<file path="src/rtl/fetch_pkg.sv">
// Shared types and instruction-field positions for the tinymips fetch stage.
package fetch_pkg;

  typedef enum logic [1:0] {
    S_RESET = 2'd0,
    S_FETCH = 2'd1,
    S_HOLD  = 2'd2
  } fetch_state_t;

  localparam logic [31:0] RESET_PC_DEFAULT = 32'h0000_0000;

  localparam int OP_MSB    = 31;
  localparam int OP_LSB    = 26;
  localparam int FUNCT_MSB = 5;
  localparam int FUNCT_LSB = 0;
  localparam int IMM_MSB   = 15;
  localparam int IMM_LSB   = 0;
  localparam int TGT_MSB   = 25;
  localparam int TGT_LSB   = 0;

  // Word-scaled, sign-extended branch displacement.
  function automatic logic [31:0] branch_offset(input logic [15:0] imm);
    return {{14{imm[15]}}, imm, 2'b00};
  endfunction

endpackage

</file>
<file path="src/rtl/pc_next.sv">
// Combinational next-PC select: sequential, taken branch, or jump (jump wins).
module pc_next
  import fetch_pkg::*;
(
  input  logic [31:0] pc,
  input  logic [31:0] instr,
  input  logic        branch,
  input  logic        zero,
  input  logic        jump,
  output logic [31:0] next_pc
);

  logic [31:0] pc4;
  logic        unused_op;

  assign pc4       = pc + 32'd4;
  assign unused_op = ^instr[OP_MSB:OP_LSB];

  always_comb begin
    next_pc = pc4;
    if (jump) begin
      next_pc = {pc4[31:28], instr[TGT_MSB:TGT_LSB], 2'b00};
    end else if (branch && zero) begin
      next_pc = pc4 + branch_offset(instr[IMM_MSB:IMM_LSB]);
    end
  end

endmodule

</file>
<file path="src/rtl/fetch_unit.sv">
// Instruction fetch stage: owns the PC, fetches over req/ack, holds the word until consumed.
// Optional FETCH_PERF_CNT_EN adds perf_fetched / perf_stall counters.
module fetch_unit
  import fetch_pkg::*;
#(
  parameter logic [31:0] RESET_PC = RESET_PC_DEFAULT
) (
  input  logic        clk,
  input  logic        rst_n,
  output logic        imem_req,
  output logic [31:0] imem_addr,
  input  logic        imem_ack,
  input  logic [31:0] imem_rdata,
  output logic [31:0] instr,
  output logic [5:0]  OP,
  output logic [5:0]  Funct,
  output logic [31:0] pc,
  output logic        instr_valid,
  input  logic        instr_ready,
  input  logic        Branch,
  input  logic        Zero,
  input  logic        JUMP,
`ifdef FETCH_PERF_CNT_EN
  output logic [31:0] perf_fetched,
  output logic [31:0] perf_stall,
`endif
  output logic [1:0]  state
);

  // Handshakes: imem_req is held with a stable imem_addr until imem_ack is seen on a
  // rising edge; instr_valid holds instr/pc stable until instr_ready is seen on an edge.
  fetch_state_t state_q, state_next;
  logic [31:0]  pc_q, instr_q, next_pc;
  logic         latch, consume;

  always_comb begin
    state_next  = state_q;
    imem_req    = 1'b0;
    instr_valid = 1'b0;
    latch       = 1'b0;
    consume     = 1'b0;
    unique case (state_q)
      S_RESET: state_next = S_FETCH;
      S_FETCH: begin
        imem_req = 1'b1;
        if (imem_ack) begin
          latch      = 1'b1;
          state_next = S_HOLD;
        end
      end
      S_HOLD: begin
        instr_valid = 1'b1;
        if (instr_ready) begin
          consume    = 1'b1;
          state_next = S_FETCH;
        end
      end
      default: state_next = S_RESET;
    endcase
  end

  always_ff @(posedge clk) begin
    if (!rst_n) begin
      state_q <= S_RESET;
      pc_q    <= RESET_PC;
      instr_q <= 32'd0;
    end else begin
      state_q <= state_next;
      if (latch)   instr_q <= imem_rdata;
      if (consume) pc_q    <= next_pc;
    end
  end

  // Control inputs only matter through next_pc, which is used solely on consume.
  pc_next u_pc_next (
    .pc      (pc_q),
    .instr   (instr_q),
    .branch  (Branch),
    .zero    (Zero),
    .jump    (JUMP),
    .next_pc (next_pc)
  );

`ifdef FETCH_PERF_CNT_EN
  always_ff @(posedge clk) begin
    if (!rst_n) begin
      perf_fetched <= 32'd0;
      perf_stall   <= 32'd0;
    end else begin
      if (consume) perf_fetched <= perf_fetched + 32'd1;
      if ((state_q == S_FETCH && !imem_ack) || (state_q == S_HOLD && !instr_ready))
        perf_stall <= perf_stall + 32'd1;
    end
  end
`endif

  assign imem_addr = pc_q;
  assign pc        = pc_q;
  assign instr     = instr_q;
  assign OP        = instr_q[OP_MSB:OP_LSB];
  assign Funct     = instr_q[FUNCT_MSB:FUNCT_LSB];
  assign state     = state_q;

endmodule
</file>
<file path="config.mk">
export PLATFORM = sky130hd
export DESIGN_NAME = fetch_unit
export DESIGN_NICKNAME = d
export VERILOG_FILES = /design/src/rtl/fetch_pkg.sv /design/src/rtl/pc_next.sv /design/src/rtl/fetch_unit.sv
export SDC_FILE = /design/constraint.sdc
export NUM_CORES = 1
export LEC_CHECK = 0
export CAP_MARGIN = 40
export CELL_PAD_IN_SITES_DETAIL_PLACEMENT = 1
export CELL_PAD_IN_SITES_GLOBAL_PLACEMENT = 1
export CORE_ASPECT_RATIO = 1.2
export CORE_MARGIN = 1
export CORE_UTILIZATION = 32
export CTS_CLUSTER_SIZE = 10
export DETAILED_ROUTE_END_ITERATION = 10
export PLACE_DENSITY_LB_ADDON = 0.1
export SETUP_SLACK_MARGIN = 0.4
export SYNTH_ARGS = -nofsm -noshare
export SYNTH_HDL_FRONTEND = slang
export SYNTH_SLANG_ARGS = --single-unit
</file>
<file path="constraint.sdc">
create_clock -name clk -period 3.2 [get_ports clk]
set_input_delay 0.64 -clock clk [delete_from_list [all_inputs] [get_ports clk]]
set_output_delay 0.64 -clock clk [all_outputs]
set_load 0.03 [all_outputs]
</file>
After elaboration in Yosys (flattened, before gate mapping) --
Cells that the tools add are included.
Word-level totals: word-level logic and storage cells 23, flip-flop bits (word level) 66
Operators by class: muxes and demuxes 11, reductions and logical operators 3, $add $sub $neg 2, equality and inequality tests 4
Operator list (number):
- 32-bit 2-to-1 mux | 2
- 32-bit by 3-bit adder with 32-bit output (second input constant) | 1
- 32-bit adder | 1
- 1-bit 2-to-1 mux | 6
- 2-bit one-hot mux with 3 select lines | 1
- 2-bit 2-to-1 mux | 2
- 2-bit != test (second input constant) | 2
- 2-bit by 1-bit == test with 1-bit output (second input constant) | 1
- 2-bit == test (second input constant) | 1
- 2-bit logical NOT | 1
- 2-bit AND reduction | 1
- 1-bit logical AND | 1

Longest topological paths before layout --
depth after elaboration 4, mapped depth 15, gate-level depth less buffers 15

Modules after synthesis --
A second synthesis with hierarchy kept.
Unflattened totals: cells, all modules 747, area total of the unflattened synthesis 5756.8 µm²
Modules (own cells, without submodules):
- fetch_unit | area each 3014.1 µm², cells each 333, instances 1, sequential area each 1321.3 µm²
- pc_next | area each 2742.6 µm², cells each 414, instances 1, sequential area each 0.0 µm²

Worst setup path before layout --
OpenSTA, ideal clock, no wires.
path kind flip-flop to flip-flop, from register pc_q[2] (netlist: imem_addr[2]), to register pc_q[27] (netlist: imem_addr[27]), period minus slack after synthesis 3.393 ns, arrival time 3.273 ns, setup slack -0.193 ns, setup time 0.121 ns, cell stages (with the launch flop) 16, cells stage by stage dfxtp_1 > ha_1 > inv_1 > nor3_2 > nand3_1 > xnor2_1 > ha_1 > buf_2 > a21o_1 > a21o_1 > a21oi_2 > o22a_1 > a31oi_1 > or3_1 > a21oi_1 > o21ai_1
On the way: cells in the longest elaborated chain, start to end 4
Ends and longest elaborated chain:
- start: declaration | RTL line fetch_unit.sv:33 | logic [31:0] pc_q, instr_q, next_pc;
- start signal: assignment | RTL line fetch_unit.sv:70 | if (consume) pc_q <= next_pc;
- 32-bit by 3-bit adder with 32-bit output * | RTL line pc_next.sv:16 | assign pc4 = pc + 32'd4;
- 32-bit adder | RTL line pc_next.sv:24 | next_pc = pc4 + branch_offset(instr[IMM_MSB:IMM_LSB]);
- 32-bit 2-to-1 mux * | RTL line pc_next.sv:23 | end else if (branch && zero) begin
- 32-bit 2-to-1 mux * | RTL line pc_next.sv:21 | if (jump) begin
Every way passes the cells marked *; elsewhere a longest branch is shown, timed or not. A chain may end at the register's enable or synchronous reset.

Worst setup path after layout --
from register pc_q[6] (netlist: imem_addr[6]), to register pc_q[27] (netlist: imem_addr[27])
The elaborated chain is that of the path after synthesis.

==> run_results.csv <==
group,metric,value,unit
outcome,status,"finished, violations left",
outcome,failed_checks,"setup timing",
synth,synth_area,0.00536,sq mm
synth,yosysUniqueCellTypes,71,
synth,synth_edf_count,0,
job,cap_violations,0,
power_and_ir_drop,p_seq_share,33.6,%
power_and_ir_drop,swShare,30.1,%
route,drcViolationCount,0,
sta,hold_violations,0,
sta,post-route-min-period,3.37,ns
sta,fin_worst_skew,0.00940,ns
floorplan,row_count,51,
power_and_ir_drop,vdd_drop_max,239,uV
final_layout,final_cells,1136,
placement,portBuffers,146,
placement,place.gp.congestion,0.952,
sta,tns,-0.568,ns
global_route,overflow,0,
sta,fin_crit_sh,105,%
final_layout,insertedDiodeCount,0,
critical_path,max_stage_delay,0.36,ns
final_layout,mostFrequentLayoutCell,"clkdlybuf4s50_1",
synth,ys_ff_latch,64,
route,wl,23600,um
critical_path,critPathKind,"reg -> reg",
placement,place_inst,1068,
clock_tree,cts_tree,"done",
route,dr.pass1.iters,4,
sta,slew_viol_final,0,
floorplan,start_util,32.9,%
route,vias,6177,
sta,fin_ws,-0.171,ns
final_layout,area_growth,62.0,%
power_and_ir_drop,combPwrFrac,20.5,%
clock_tree,hold_buffers,0,
critical_path,end_kind,"register",
route,ant_nets,0,
global_route,antenna_found_initial,0,
route,viasPerCell,5.44,
sta,rsz0062_at_grt,"true",
critical_path,worstPathCellList,"nand4_4 -> buf_6 -> nor3_4 -> buf_4 -> buf_4 -> and2_1 -> xor2_1 -> ha_1 -> buf_6 -> nand4_1 -> or2_4 -> o22a_4 -> a31oi_1 -> o21ai_0 -> a21oi_2 -> o21ai_1",
final_layout,drive_gt1_share,29.0,%
clock_tree,path_clk_slew,0.06,ns
route,drtIter0Drc,268,
clock_tree,cts.sinks,64,
synth,avgSynthCellArea,7.47,sq um
route,routedWlPerCell,20.8,um
clock_tree,numCtsBuffers,9,
synth,async_reset_ff_share,0,%
global_route,grt_pass1_wl,35200,um
floorplan,dieHeight,144,um
critical_path,cp.required,3.43,ns
critical_path,arrival,3.60,ns
critical_path,crit_fanout,5,
synth,ys.flop_type,"dfxtp_1",
placement,hpwl,16800,um
power_and_ir_drop,p_int,0.00177,W
global_route,grt_max_degree,47,
power_and_ir_drop,p_switching,0.000760,W
sta,worst_pin_slew,0.744,ns
floorplan,die_x,120,um
synth,yosysSeqAreaShare,23.9,%
global_route,grt_pass1_vias,6386,
power_and_ir_drop,pwr-share-clk,45.9,%
global_route,track_usage,26.8,%
synth,synth-warning-count,0,
clock_tree,cts_max_path_buffers,2,
final_layout,fin_nets,996,
floorplan,die-area,0.0173,sq mm
clock_tree,clk_latency,0.35,ns
sta,slew_headroom,50.3,%
critical_path,critical_path.startpoint_type,"register",
power_and_ir_drop,p_leak,3.51,nW
floorplan,io_pins,151,
power_and_ir_drop,power_density,291,mW/mm^2
worst_hold_path,hp-class,"reg -> reg",
critical_path,cpMaxStageDelayCell,"dfxtp_4",
final_layout,final_cell_mix,"clkdlybuf4s50_1, nand2_1, buf_4",
sta,setup_viol,8,
synth,synthCells,717,
floorplan,core-area,0.0163,sq mm
clock_tree,htree_levels,3,
clock_tree,cts-root-buf,"clkbuf_16",
critical_path,r2r_slack,-0.17,ns
sta,fmax,297,MHz
sta,hold_slack,0.476,ns
-- power by group through the flow --
| stage | Combinational, W | Sequential (W) | Clock (W) |
|---|---|---|---|
| CTS | 0.000500 | 0.000849 | 0.00118 |
| finish | 0.000519 | 0.000850 | 0.00116 |
| floorplan | 0.000220 | 0.000911 | 0 |
| global route | 0.000552 | 0.000854 | 0.00122 |
| detailed placement | 0.000471 | 0.000867 | 0 |
| global placement | 0.000464 | 0.000866 | 0 |
-- stage by stage --
step	utilization [%]	total power, W	setup slack (ns)	cell area [sq um]
detailed placement	44.6	0.00134	-0.108	7250
CTS	51.3	0.00253	0.0479	8340
finish	53.3	0.00253	-0.171	8680
floorplan	-	0.00113	0.262	5490
global placement	44.6	0.00133	-0.0704	7250
global route	53.3	0.00262	-0.261	8680
-- layer usage --
metal / wire length [um] / track usage (%) / vias to the layer above / part of all wire [%]
met3: 1050 / 4.33 / 57 / 4.4
met2: 12300 / 48.9 / 182 / 52
met4: 757 / 11.4 / 0 / 3.2
li1: - / - / 2918 / -
met5: 0 / 0 / - / 0
met1: 9450 / 30.8 / 3020 / 40
-- area by class of cell --
class	instances	area, sq um
Clock buffer	10	250
Fill cell	1936	7590
Sequential cell	64	1340
Inverter	16	60.1
Tap cell	212	265
Timing Repair Buffer	263	2410
Clock inverter	6	87.6
Multi-Input combinational cell	565	4280
-- flip-flops by register name, indices dropped and copies added, names as in the netlist --
name / count
instr: 32
imem_addr: 30
state: 2
-- repair_timing --
item,in CTS,in global routing
setup endpoints to repair,22,21
buffers inserted,37,15
pin swaps,49,42
gates resized for setup,89,42
-- synth_stat cells, types with 5 or more instances --
cell type    n  area [sq um]
dfxtp_1     64          1280
xnor2_1     33           289
a211oi_1     9          67.6
o211ai_1     8          60.1
o21ai_1      8          40.0
a21oi_1     78           390
ha_1        37           463
nand2_1    133           499
nand4_1     13          81.3
nor2_1      48           180
nand3_1     21           105
xor2_1      17           149
a21o_1      15           113
buf_4       46           345
nor3_1       8          40.0
inv_1       14          52.6
o21ai_0     21           105
mux2i_1      6          60.1
and3_1       7          43.8
and4_1       5          43.8
o21bai_1     5          37.5
clkbuf_1    24          90.1
-- kinds of logic after synthesis --
family | Yosys count | share of synthesized area (%)
DFF | 64 | 23.9
xor gates and xnor gates | 50 | 8.17
muxes | 6 | 1.12
and+or+nand+nor | 265 | 22.9
adders and majority gates | 38 | 9.01
other | 1 | 0.0700
AOI/OAI and AO/OA | 202 | 25.1
buffers and inverters | 91 | 9.67
-- worst paths after layout --
path,startpoint,depth (start not counted),endpoint
setup / recovery,imem_addr[6],16,imem_addr[27]
hold / removal,instr[26],2,instr[26]
setup reg to reg,imem_addr[6],16,imem_addr[27]
hold reg to reg,instr[26],2,instr[26]
-- worst max-delay path: cells and delay by family, from the launching register on --
kind / cells / cell delay [ns]
compound gates: 5 / 0.84
simple gates: 5 / 1.08
fa+ha+maj: 1 / 0.31
buf+inv: 4 / 0.54
xor+xnor: 1 / 0.09
flops: 1 / 0.36
Power figures use the tool's default switching activity.
==> variant, RTL diff (same flow settings) <==
The option `FETCH_PERF_CNT_EN` is turned on by a define.
--- a/src/rtl/fetch_unit.sv
+++ b/src/rtl/fetch_unit.sv
@@ -1,5 +1,7 @@
 // Instruction fetch stage: owns the PC, fetches over req/ack, holds the word until consumed.
 // Optional FETCH_PERF_CNT_EN adds perf_fetched / perf_stall counters.
+`define FETCH_PERF_CNT_EN
+
 module fetch_unit
   import fetch_pkg::*;
 #(
Formal check against the unedited RTL (old outputs only; new: perf_fetched and perf_stall): equivalent (Yosys induction, for registers that start in step).
==> variant against the original RTL <==
The flow still finishes with violations (setup timing); first-iteration DRC count grew 11%; cell area grew 53%; worst hold slack is essentially flat; critical path depth grew 2; worst setup slack lost 230 ps; sequential cell count grew 64; area after synthesis grew 50%; maximum frequency shrank 6.4%; via count grew 43%; power grew 68%; wire length grew 38%; combinational power grew 22%; synthesized cell count grew 43%; largest cell class unchanged; highest routed layer unchanged.
==> variant: results (changes against the original RTL) <==
status finished, violations left (unchanged); failing checks setup timing (unchanged); Layout Nets 1,453 (was 996); Fin Setup TNS -2920 ps (was -568 ps); worst skew pair latency 430 ps (was 350 ps); layout cell share with drive strength beyond 1 28.3% (was 29.0%); sequential-to-total area share from yosys stat 31.8% (was 23.9%); Synth Instances 1,026 (was 717); placed insts 1,644 (was 1,068); IO Port Bufs 210 (was 146); routability cong. 0.835 (was 0.952); hpwl dp 21,600 um (was 16,800 um); setup ws final -400 ps (was -171 ps); CP Max Fanout 3 (was 5); top post-synthesis cells by area dfxtp_1 (32%), nand2_1 (7.7%), xnor2_1 (6.5%), ha_1 (6.1%), a21oi_1 (4.7%) (was dfxtp_1 (24%), nand2_1 (9.3%), ha_1 (8.6%), a21oi_1 (7.3%), buf_4 (6.4%)); Slew @ Worst Pin 600 ps (was 744 ps); worst path arrival time 3950 ps (was 3600 ps); Filler cells 2,917 (was 1,936); GRT Util Overall 23.4% (was 26.8%); Initial DRC Count 297 (was 268); LEAKAGE 5.43 nW (was 3.51 nW); setup violators final 12 (was 8); first-pass GRT wire length 47,400 um (was 35,200 um); clock buffer count from CTS 17 (was 9); final hold slack 476 ps (about the same); largest net degree at the start of global routing 57 (was 47); Post-Place Cell Area 0.0115 mm2 (was 0.00725 mm2)
[variant: power by group through the flow]
stage,registers [W],logic (W),clock network (W)
3_3_place_gp,0.00168,0.000559,0
4_1_cts,0.00165,0.000592,0.00202
2_1_floorplan,0.00174,0.000250,0
6_report,0.00165,0.000634,0.00198
3_5_place_dp,0.00168,0.000566,0
5_1_grt,0.00165,0.000677,0.00208
[variant: cell type report]
cell class                      instances  area share, %
Clock buffer                           18           3.23
Multi-Input combinational cell        793           44.4
Tap cell                              325           3.06
Sequential cell                       128           19.6
Clock inverter                         14           1.10
Timing Repair Buffer                  418           28.1
Inverter                               16          0.471
[variant: logic make-up (layout without fill, tap and decap cells)]
logic type | count (synthesis) | count (layout) | synth area share, %
compound gates | 225 | 225 | 17.4
buf+inv | 108 | 466 | 7.28
simple gates | 419 | 419 | 25.6
mux | 5 | 5 | 0.621
fa+ha+maj | 40 | 40 | 6.31
flops | 128 | 128 | 31.8
xor+xnor | 100 | 100 | 10.9
other cells | 1 | 4 | 0.0466
[variant: stage by stage]
step / setup slack (ps) / power (W)
after floorplan: -375 / 0.00199
after global placement: -434 / 0.00224
after detailed placement: -548 / 0.00225
after CTS: -336 / 0.00426
after global routing: -559 / 0.00441
final: -400 / 0.00426
[variant: routing by layer]
layer | global-route usage [%] | vias up | share of wire, %
met4 | 8.16 | 0 | 3.4
met1 | 26.1 | 4315 | 40
met2 | 43.6 | 240 | 52
met5 | 0 | - | 0
met3 | 4.70 | 66 | 5.0
li1 | - | 4195 | -
[variant: timing repair]
action                     in CTS  in global routing
gates cloned                    0                  0
setup endpoints to repair      22                 26
gates resized for setup        74                 99
setup buffers                  23                 13
pin swaps                      63                 76
[variant: final timing paths]
check	startpoint	endpoint	cells after the start
max	imem_addr[11]	imem_addr[29]	18
min reg2reg	instr[29]	instr[29]	2
max reg2reg	imem_addr[11]	imem_addr[29]	18
min	instr[29]	instr[29]	2
[variant: critical path, stage by stage, from the launching register on]
cell	delay, ps
dfxtp_4	340
and4_4	230
and3_4	180
and4_4	230
nand4_4	100
buf_6	160
nor2_4	210
xor2_4	200
ha_4	230
a21o_1	180
a21o_1	190
a21o_1	190
a21o_1	180
a21oi_2	130
o21ai_1	130
a31oi_4	220
xnor2_2	140
nand3_1	110
a31oi_1	150
